<file path="config.mk">
export PLATFORM = sky130hd
export DESIGN_NAME = nco_cnt_disp_gen
export DESIGN_NICKNAME = d
export VERILOG_FILES = /design/src/rtl/nco_disp_pkg.sv /design/src/rtl/nco_tick_gen.sv /design/src/rtl/nco_cnt_disp_gen.sv
export SDC_FILE = /design/constraint.sdc
export NUM_CORES = 1
export LEC_CHECK = 0
export ABC_AREA = 0
export BUFFER_PORTS_ARGS = -buffer_cell sky130_fd_sc_hd__buf_4
export CAP_MARGIN = 25
export CORE_MARGIN = 5
export CORE_UTILIZATION = 55
export CTS_CLUSTER_SIZE = 10
export DETAILED_ROUTE_END_ITERATION = 7
export PLACE_DENSITY = 0.72
export SLEW_MARGIN = 10
export SYNTH_ARGS = -nofsm -noshare
export SYNTH_HDL_FRONTEND = slang
export SYNTH_SLANG_ARGS = --single-unit
</file>
<file path="constraint.sdc">
create_clock -name clk -period 2.33 [get_ports clk]
set_input_delay 0.1165 -clock clk [delete_from_list [all_inputs] [get_ports clk]]
set_output_delay 0.1165 -clock clk [all_outputs]
set_load 0.05 [all_outputs]
</file>
<file path="src/rtl/nco_disp_pkg.sv">
// -----------------------------------------------------------------------------
// nco_disp_pkg
// Shared definitions for the NCO-driven BCD counter and display scanner:
//   - bcd_t       : one BCD digit (4 bits)
//   - SEG_0..SEG_9: active-high 7-segment patterns, bit 6 = a ... bit 0 = g
//   - SEG_BLANK   : all segments off
//   - nco_inc()   : phase increment floor(cnt_hz * 2^nco_w / clk_hz)
//   - seg_decode(): BCD digit to segment pattern (A-F decode to blank)
// -----------------------------------------------------------------------------
package nco_disp_pkg;

  typedef logic [3:0] bcd_t;

  localparam logic [6:0] SEG_0     = 7'b1111110;
  localparam logic [6:0] SEG_1     = 7'b0110000;
  localparam logic [6:0] SEG_2     = 7'b1101101;
  localparam logic [6:0] SEG_3     = 7'b1111001;
  localparam logic [6:0] SEG_4     = 7'b0110011;
  localparam logic [6:0] SEG_5     = 7'b1011011;
  localparam logic [6:0] SEG_6     = 7'b1011111;
  localparam logic [6:0] SEG_7     = 7'b1110000;
  localparam logic [6:0] SEG_8     = 7'b1111111;
  localparam logic [6:0] SEG_9     = 7'b1111011;
  localparam logic [6:0] SEG_BLANK = 7'b0000000;

  // Evaluated at elaboration only; 64-bit math keeps cnt_hz << nco_w exact
  // for accumulator widths up to 32 bits with any realistic tick rate.
  function automatic logic [63:0] nco_inc(input logic [63:0] clk_hz,
                                          input logic [63:0] cnt_hz,
                                          input int          nco_w);
    nco_inc = (cnt_hz << nco_w) / clk_hz;
  endfunction

  function automatic logic [6:0] seg_decode(input bcd_t d);
    case (d)
      4'd0:    seg_decode = SEG_0;
      4'd1:    seg_decode = SEG_1;
      4'd2:    seg_decode = SEG_2;
      4'd3:    seg_decode = SEG_3;
      4'd4:    seg_decode = SEG_4;
      4'd5:    seg_decode = SEG_5;
      4'd6:    seg_decode = SEG_6;
      4'd7:    seg_decode = SEG_7;
      4'd8:    seg_decode = SEG_8;
      4'd9:    seg_decode = SEG_9;
      default: seg_decode = SEG_BLANK;
    endcase
  endfunction

endpackage

</file>
<file path="src/rtl/nco_tick_gen.sv">
// -----------------------------------------------------------------------------
// nco_tick_gen
// Phase-accumulator NCO. Adds INC every cycle while run_i is high and emits a
// registered one-cycle tick on accumulator carry-out.
// Ports:
//   clk     system clock, rising edge
//   rst_n   asynchronous active-low reset
//   run_i   1 = accumulate, 0 = hold phase (tick forced low)
//   clr_i   synchronous clear of the phase; wins over run_i, suppresses tick
//   tick_o  registered carry-out pulse
// -----------------------------------------------------------------------------
module nco_tick_gen #(
  parameter int               NCO_W = 32,
  parameter logic [NCO_W-1:0] INC   = '0
) (
  input  logic clk,
  input  logic rst_n,
  input  logic run_i,
  input  logic clr_i,
  output logic tick_o
);

  logic [NCO_W-1:0] acc_q, acc_d;
  logic             tick_q, tick_d;
  logic [NCO_W:0]   sum;

  always_comb begin
    sum    = {1'b0, acc_q} + {1'b0, INC};
    acc_d  = acc_q;
    tick_d = 1'b0;
    if (clr_i) begin
      acc_d = '0;
    end else if (run_i) begin
      acc_d  = sum[NCO_W-1:0];
      tick_d = sum[NCO_W];
    end
  end

  always_ff @(posedge clk or negedge rst_n) begin
    if (!rst_n) begin
      acc_q  <= '0;
      tick_q <= 1'b0;
    end else begin
      acc_q  <= acc_d;
      tick_q <= tick_d;
    end
  end

  assign tick_o = tick_q;

endmodule

</file>
<file path="src/rtl/nco_cnt_disp_gen.sv">
// -----------------------------------------------------------------------------
// nco_cnt_disp_gen
// NCO tick generator driving an N-digit cascaded BCD up/down counter, plus a
// multiplexed 7-segment scanner for the count.
// Ports:
//   clk        system clock, rising edge
//   rst_n      asynchronous active-low reset
//   i_run      1 = NCO accumulates / counter advances, 0 = freeze
//   i_clr      synchronous clear of count and NCO phase (highest priority)
//   i_dir      0 = count up, 1 = count down (sampled at each step)
//   o_tick     registered NCO carry pulse
//   o_count    BCD count, digit 0 in [3:0]
//   o_seg_enb  one-hot active-high digit enable
//   o_seg_dp   active-high decimal point
//   o_seg      active-high segments, [6]=a ... [0]=g
// Build option:
//   LEADING_ZERO_BLANK_EN  blank display slots idx>0 whose digit and every
//                          higher digit are zero (digit 0 always shown)
// -----------------------------------------------------------------------------
module nco_cnt_disp_gen #(
  parameter int                    CLK_HZ     = 50000000,
  parameter int                    CNT_HZ     = 1,
  parameter int                    NCO_W      = 32,
  parameter int                    NUM_DIGITS = 6,
  parameter int                    SCAN_HZ    = 1000,
  parameter logic [NUM_DIGITS-1:0] DP_MASK    = 6'b010100
) (
  input  logic                    clk,
  input  logic                    rst_n,
  input  logic                    i_run,
  input  logic                    i_clr,
  input  logic                    i_dir,
  output logic                    o_tick,
  output logic [4*NUM_DIGITS-1:0] o_count,
  output logic [NUM_DIGITS-1:0]   o_seg_enb,
  output logic                    o_seg_dp,
  output logic [6:0]              o_seg
);

  import nco_disp_pkg::*;

  localparam logic [63:0]      INC_FULL = nco_inc(64'(CLK_HZ), 64'(CNT_HZ), NCO_W);
  localparam logic [NCO_W-1:0] INC      = INC_FULL[NCO_W-1:0];
  localparam int               SCAN_DIV = CLK_HZ / SCAN_HZ;
  localparam int               DIV_W    = $clog2(SCAN_DIV);
  localparam int               IDX_W    = (NUM_DIGITS > 1) ? $clog2(NUM_DIGITS) : 1;
  localparam logic [DIV_W-1:0] DIV_LAST = DIV_W'(SCAN_DIV - 1);
  localparam logic [IDX_W-1:0] IDX_LAST = IDX_W'(NUM_DIGITS - 1);

  // ---------------------------------------------------------------- NCO
  logic tick;

  nco_tick_gen #(
    .NCO_W (NCO_W),
    .INC   (INC)
  ) u_tick_gen (
    .clk    (clk),
    .rst_n  (rst_n),
    .run_i  (i_run),
    .clr_i  (i_clr),
    .tick_o (tick)
  );

  // ---------------------------------------------------------------- counter
  logic [4*NUM_DIGITS-1:0] count_q, count_d;
  logic [4*NUM_DIGITS-1:0] step_val;
  logic [NUM_DIGITS-1:0]   chain;   // carry (up) or borrow (down) into digit
  bcd_t                    dig [NUM_DIGITS];

  assign chain[0] = 1'b1;

  // Each digit moves only when every lower digit is wrapping (9->0 up,
  // 0->9 down), which gives all-9s <-> all-0s wrap for free.
  for (genvar gi = 0; gi < NUM_DIGITS; gi++) begin : g_digit
    assign dig[gi] = count_q[4*gi +: 4];

    assign step_val[4*gi +: 4] =
        !chain[gi] ? dig[gi] :
        i_dir      ? ((dig[gi] == 4'd0) ? 4'd9 : dig[gi] - 4'd1) :
                     ((dig[gi] == 4'd9) ? 4'd0 : dig[gi] + 4'd1);

    if (gi < NUM_DIGITS - 1) begin : g_chain
      assign chain[gi+1] = chain[gi] &
                           (i_dir ? (dig[gi] == 4'd0) : (dig[gi] == 4'd9));
    end
  end

  always_comb begin
    count_d = count_q;
    if (i_clr) begin
      count_d = '0;
    end else if (tick) begin
      count_d = step_val;
    end
  end

  always_ff @(posedge clk or negedge rst_n) begin
    if (!rst_n) begin
      count_q <= '0;
    end else begin
      count_q <= count_d;
    end
  end

  // ---------------------------------------------------------------- scanner
  logic [DIV_W-1:0] div_q, div_d;
  logic [IDX_W-1:0] idx_q, idx_d;

  always_comb begin
    div_d = div_q + 1'b1;
    idx_d = idx_q;
    if (div_q == DIV_LAST) begin
      div_d = '0;
      idx_d = (idx_q == IDX_LAST) ? '0 : idx_q + 1'b1;
    end
  end

  always_ff @(posedge clk or negedge rst_n) begin
    if (!rst_n) begin
      div_q <= '0;
      idx_q <= '0;
    end else begin
      div_q <= div_d;
      idx_q <= idx_d;
    end
  end

  // ---------------------------------------------------------------- display
`ifdef LEADING_ZERO_BLANK_EN
  // upper_zero[d] = digit d and all digits above it are zero
  logic [NUM_DIGITS-1:0] upper_zero;

  for (genvar gi = 0; gi < NUM_DIGITS; gi++) begin : g_lz
    if (gi == NUM_DIGITS - 1) begin : g_top
      assign upper_zero[gi] = (dig[gi] == 4'd0);
    end else begin : g_mid
      assign upper_zero[gi] = (dig[gi] == 4'd0) & upper_zero[gi+1];
    end
  end
`endif

  logic [NUM_DIGITS-1:0] enb_q, enb_d;
  logic [6:0]            seg_q, seg_d;
  logic                  dp_q, dp_d;

  always_comb begin
    enb_d        = '0;
    enb_d[idx_q] = 1'b1;
    seg_d        = seg_decode(dig[idx_q]);
    dp_d         = DP_MASK[idx_q];
`ifdef LEADING_ZERO_BLANK_EN
    if ((idx_q != '0) && upper_zero[idx_q]) begin
      enb_d = '0;
      seg_d = SEG_BLANK;
      dp_d  = 1'b0;
    end
`endif
  end

  always_ff @(posedge clk or negedge rst_n) begin
    if (!rst_n) begin
      enb_q <= '0;
      seg_q <= SEG_BLANK;
      dp_q  <= 1'b0;
    end else begin
      enb_q <= enb_d;
      seg_q <= seg_d;
      dp_q  <= dp_d;
    end
  end

  assign o_tick    = tick;
  assign o_count   = count_q;
  assign o_seg_enb = enb_q;
  assign o_seg     = seg_q;
  assign o_seg_dp  = dp_q;

endmodule

</file>
# Yosys cells after proc, flatten, opt, wreduce, memory -nomap -nowiden
# Memory sizes are Yosys's and may differ from the RTL's. A register that Yosys moved wholly into a read port is not among the register bits.
# Cells that the tools add are included.
word_totals:
  regBits: 82
  mem_bits_ro: 120
  input_bits: 5
  out_inout_bits: 39
  wordCells: 106
  memories: 2
mem_list:
  columns: ["memory", "depth", "word_bits", "rd", "rd_clocked_by_memory_dff", "wr", "line", "source"]
  rows:
  - ["(name not given)", 16, 7, 1, 1, 0, "nco_disp_pkg.sv:35", "case (d)"]
  - ["(name not given)", 8, 1, 1, 1, 0, "nco_cnt_disp_gen.sv:150", "dp_d = DP_MASK[idx_q];"]
classes:
  add_sub_neg: 15
  magnitude_cmp: 3
  eq_ne: 8
  n_mux: 41
  n_bitwise: 5
  reduce_logical: 21
ops:
  columns: ["op", "count"]
  rows:
  - ["two-way mux 4 bit", 25]
  - ["two-way mux 32 bit", 2]
  - ["two-way mux 24 bit", 2]
  - ["adder 32 x 7 -> 33 bit, second input constant", 1]
  - ["adder 4 x 1 -> 4 bit, second input constant", 6]
  - ["== test 4 bit, second input constant", 6]
  - ["zero test 4 bit", 6]
  - ["subtractor 4 x 1 -> 4 bit, second input constant", 6]
  - ["adder 16 x 1 -> 16 bit, second input constant", 1]
  - ["== test 16 bit, second input constant", 1]
  - ["two-way mux 16 bit", 1]
  - ["nonzero test 2 bit", 7]
  - ["binary-select mux 4 bit (select 3 bit)", 1]
  - ["AND reduction 2 bit", 5]
  - ["two-way mux 1 bit", 8]
  - ["AND 1 bit", 4]
  - ["greater-or-equal comparator 4 bit, second input constant", 1]
  - ["< comparator 3 x 4 -> 1 bit, second input constant", 1]
  - ["NOT 3 -> 4 bit", 1]
  - ["adder 3 x 1 -> 3 bit, second input constant", 1]
  - ["demux 1 bit (select 3 bit)", 1]
  - ["== test 3 bit, second input constant", 1]
  - ["greater-or-equal comparator 3 x 1 -> 1 bit, second input constant", 1]
  - ["two-way mux 3 bit", 1]
  - ["other kinds (2)", 3]

# Logic depth before layout (Yosys ltp)
logic_depth:
  depth_word: 9
  depth_mapped: 9

# Hierarchy
# Synthesis repeated with hierarchy kept, for this count alone.
hier_totals:
  cells_unflattened: 577
  hier_area_um2: 5355.1
by_module_without_submodules:
  columns: ["module", "instances", "cells_per_inst", "area_each_um2"]
  rows:
  - ["nco_cnt_disp_gen", 1, 386, 3569.7]
  - ["nco_tick_gen", 1, 191, 1785.5]

# Least setup slack after synthesis
# OpenSTA, ideal clock, no wires.
synth_path:
  kind: "register to register"
  startpoint: "register count_q[13] (netlist: o_count[13])"
  endpoint: "register seg_q[1] (netlist: o_seg[1])"
  setup_ps: 70
  arrival_ps: 2181
  required_time_ps: 2260
  setup_slack_ps: 78
  path_stages_with_launch: 9
  cell_sequence: "dfrtp_1 clkbuf_1 mux2_2 a21oi_1 o221a_2 inv_1 ha_1 or3_1 nand3_1"
synth_between:
  elab_chain_cells: 3
synth_rtl:
  columns: ["item", "line", "source"]
  rows:
  - ["start: declaration", "nco_cnt_disp_gen.sv:65", "logic [4*NUM_DIGITS-1:0] count_q, count_d;"]
  - ["start signal: assignment", "nco_cnt_disp_gen.sv:101", "count_q <= count_d;"]
  - ["binary-select mux 4 bit (select 3 bit)", "nco_cnt_disp_gen.sv:149", "seg_d = seg_decode(dig[idx_q]);"]
  - ["two-way mux 4 bit (implied by the code) (2 in series)", "nco_cnt_disp_gen.sv:149", null]
  - ["end: declaration", "nco_cnt_disp_gen.sv:143", "logic [6:0] seg_q, seg_d;"]
# Every way passes these cells. The select of a mux whose other input is x is not followed.
# A chain may end at the register's enable or synchronous reset.

# Worst setup path after layout
layout_path:
  startpoint: "register idx_q[1]"
  endpoint: "register seg_q[1] (netlist: o_seg[1])"
layout_between:
  elab_chain_cells: 4
layout_rtl:
  columns: ["item", "line", "source"]
  rows:
  - ["start: declaration", "nco_cnt_disp_gen.sv:107", "logic [IDX_W-1:0] idx_q, idx_d;"]
  - ["start signal: assignment", "nco_cnt_disp_gen.sv:124", "idx_q <= idx_d;"]
  - ["NOT 3 -> 4 bit (implied by the code)", "nco_cnt_disp_gen.sv:149", null]
  - ["binary-select mux 4 bit (select 3 bit)", "nco_cnt_disp_gen.sv:149", null]
  - ["two-way mux 4 bit (implied by the code) (2 in series)", "nco_cnt_disp_gen.sv:149", null]
# Every way passes these cells. The select of a mux whose other input is x is not followed.

==> impl_results.md <==
* Largest family of logic cells by synthesized area: simple AND/OR/NAND/NOR gates
* Most frequent cell after synthesis: dfrtp_1
* Pin count of the biggest net entering global routing at 59
* Area Overhead vs Synth at 13.8%
* Max-slew headroom at 0.605
* TritonCTS Buffers at 9
* Clock slew at reported path FFs at 0.10 ns
* Latest clock arrival within the worst-skew pair at 0.36 ns
* Synthesized Nets at 571
* DR vias/cell at 5.70
* Width of the chip at approximately 110 um
* First-pass GRT wire length at 19.0 mm
* # H-tree levels at 3
* Clk sinks at 90
* Fraction of registers with async set/reset at 1.00
* Crit path arrival time at 2.48 ns
* HP Start: i_run
* Hold Path End: u_tick_gen.acc_q[0]
* Area occupied by registers at 2250 um^2
* Syn Inst Count at 558
* Residual DRC at 0
* Hold path depth at 3
* Mapped Area at 5220 um^2
* Synth area leader: dfrtp_1
* Pwr dens at 499 nW/um^2
* Placer Congestion at 0.812
* Main synth FF type: dfrtp_1
* Fillcell total at roughly 750
* Fin Setup TNS at 0 ns
* Period utilization at 0.933
* Root buffer cell: clkbuf_8
* Crit Path Category: reg2reg
* Area share of and/or/nand/nor cells after synthesis at 0.245
* EDFF count, synth at 0
* Initial antenna violation count at 0
* Worst-Margin Slew at 0.587 ns
* Top post-synthesis cells by area: dfrtp_1 (43%), xor2_1 (6.7%), nor2_1 (5.3%)
* FF-to-FF path depth at 8
* Initial Util at 0.565
* Ports at 44
* Seq/Total Area, Yosys at 0.432
* DR WL/cell at approximately 15 um
* Vias in the first global route at 4000
* Post-synth top cells: dfrtp_1 (90), nor2_1 (73), xor2_1 (40)
* IO buf count at 43
* Ratio of cells with drive above 1 in the final layout at 0.165
* Die footprint at 11500 um^2
* Peak supply drop at a little under 0.3 mV
* Reg2reg setup slack at 0.16 ns
* Starting DRT DRC Count at 241
* Final #Nets at 607
* XOR/XNOR Fraction of Synth Area at 0.102
* P_leak at 0.00267 uW
* N_diodes at 0
* Setup-failing EPs final at 0
* HPWL after detailed placement at 7.81 mm
* Required time worst endpoint at 2.64 ns
* Total of max-cap violations at 0
* Share of the synthesized area in the top cell type at 0.432
* Placed cell areas at 5680 um^2
* Min-delay worst type: in2reg
* Clock buffer depth at 2
* Min cycle time layout at 2.17 ns
* Status: completed
* RSZ-0062 raised after global routing: no
* Post-DRT Antenna Nets at 0
* Synth warn at 0
* Critical path startpoint category: register
* Total congestion overflow at 0
* Mapped Avg Cell Area at 9.35 um^2
* Post-synthesis mux area share at 0.0381
* Worst Skew at 0.0157 ns
* Post-route cell area at 5930 um^2
* CP endpoint kind: register
* Post-Synth Adder-Cell Area at 0.0192
* RR Endpoint: o_seg[1]
* Netlist cell types at 63
* Chip height at 107 um
* GRT Total Usage at 0.201
* Core box area at 9240 um^2
* Post-synthesis register bit count at 90
* Fmax at 460 MHz
* Drt pass-1 iters at 4
* # rows at 35
* CTS tree: built
* Via Count at 4147
* Multi-input gate area at 2750 um^2
* Max-slew violations at 0
* Total routed wirelength at 11.0 mm
* R2R Path Start: idx_q[1]
* Worst-path maximum fanout at 7
* Final Hold Vio Count at 0
* Compound-gate portion of the synthesized area at 0.123
## metrics by stage
step / hold WS [ns] / total power [uW] / utilization / setup WS [ns] / instances
floorplan: -0.179 / 1720 / - / 0.0784 / 558
global placement: 0.0493 / 1790 / 0.615 / 0.272 / 709
detailed placement: 0.0515 / 1800 / 0.615 / 0.172 / 709
CTS: 0.0882 / 3000 / 0.641 / 0.140 / 726
global route: 0.117 / 3090 / 0.642 / 0.0691 / 728
finish: 0.106 / 2960 / 0.642 / 0.157 / 728
## kinds of logic (layout without fill, tap and decap cells)
| logic type | count (synthesis) | in the layout |
|---|---|---|
| AOI/OAI and AO/OA | 93 | 93 |
| xor gates and xnor gates | 61 | 61 |
| adders and majority gates | 8 | 8 |
| buffers and inverters | 49 | 90 |
| DFF | 90 | 90 |
| muxes | 18 | 18 |
| and+or+nand+nor | 239 | 239 |
## repair_timing
action,4_1_cts,5_1_grt
hold endpoints to repair,27,0
buffers inserted,0,2
hold buffers,1,0
setup endpoints to repair,0,3
resized for setup,0,0
## how the worst max path moves through the flow
stage                           start           to  cells past startpoint
after floorplan           o_count[13]     o_seg[1]                      8
final                        idx_q[1]     o_seg[1]                      8
after detailed placement   o_count[3]  o_count[23]                      5
after CTS                  o_count[3]  o_count[23]                      5
after global routing         idx_q[1]     o_seg[1]                      8
after global placement     o_count[3]  o_count[21]                      5
## power by group
part	total, uW	leakage [uW]	internal, uW	switching, uW
sequential	1590	0.00120	1580	16.9
combinational	172	0.00135	56.5	115
clock	1200	0.000114	613	587
total	2960	0.00267	2250	719
## state kept, by name, summed over array words and instances (netlist names)
| register | cells |
|---|---|
| u_tick_gen.acc_q | 32 |
| o_count | 24 |
| div_q | 16 |
| o_seg | 7 |
| o_seg_enb | 6 |
| idx_q | 3 |
| o_seg_dp | 1 |
| u_tick_gen.tick_o | 1 |
## layer usage
layer  track usage  vias up  routed length (um)
met5             0        -                   0
met1         0.257     2026                4960
met3        0.0456       17                 459
li1              -     2034                   -
met4        0.0631        0                 184
met2         0.340       70                5420
## worst max-delay path, cell delays in order, from the launching register on
cell and delay, ns:
dfrtp_1 0.46, buf_4 0.18, nand2b_1 0.15, a2bb2oi_1 0.21, o221a_2 0.32, inv_1 0.11
ha_1 0.20, or3_1 0.39, nand3_1 0.10
## cells in the final DEF, fill, tap and decap left out, types with 9 or more instances in the layout
master / netlist / layout
a21oi_1: 25 / 25
buf_4: 1 / 64
clkbuf_8: 0 / 9
dfrtp_1: 90 / 90
mux2i_1: 12 / 12
nand2_1: 34 / 34
nand3_1: 29 / 29
nand4_1: 14 / 14
nor2_1: 73 / 73
nor2b_1: 11 / 11
nor3_1: 15 / 15
nor3b_1: 9 / 9
o21ai_0: 13 / 13
or3_1: 10 / 10
xnor2_1: 21 / 21
xor2_1: 40 / 40
## cell type report
class                           count  area share
Clock buffer                        9      0.0209
Clock inverter                      7      0.0175
Inverter                            8     0.00506
Multi-Input combinational cell    419       0.464
Sequential cell                    90       0.380
Tap cell                          129      0.0272
Timing Repair Buffer               66      0.0860
Note: power is estimated with default switching activity, not from simulation.
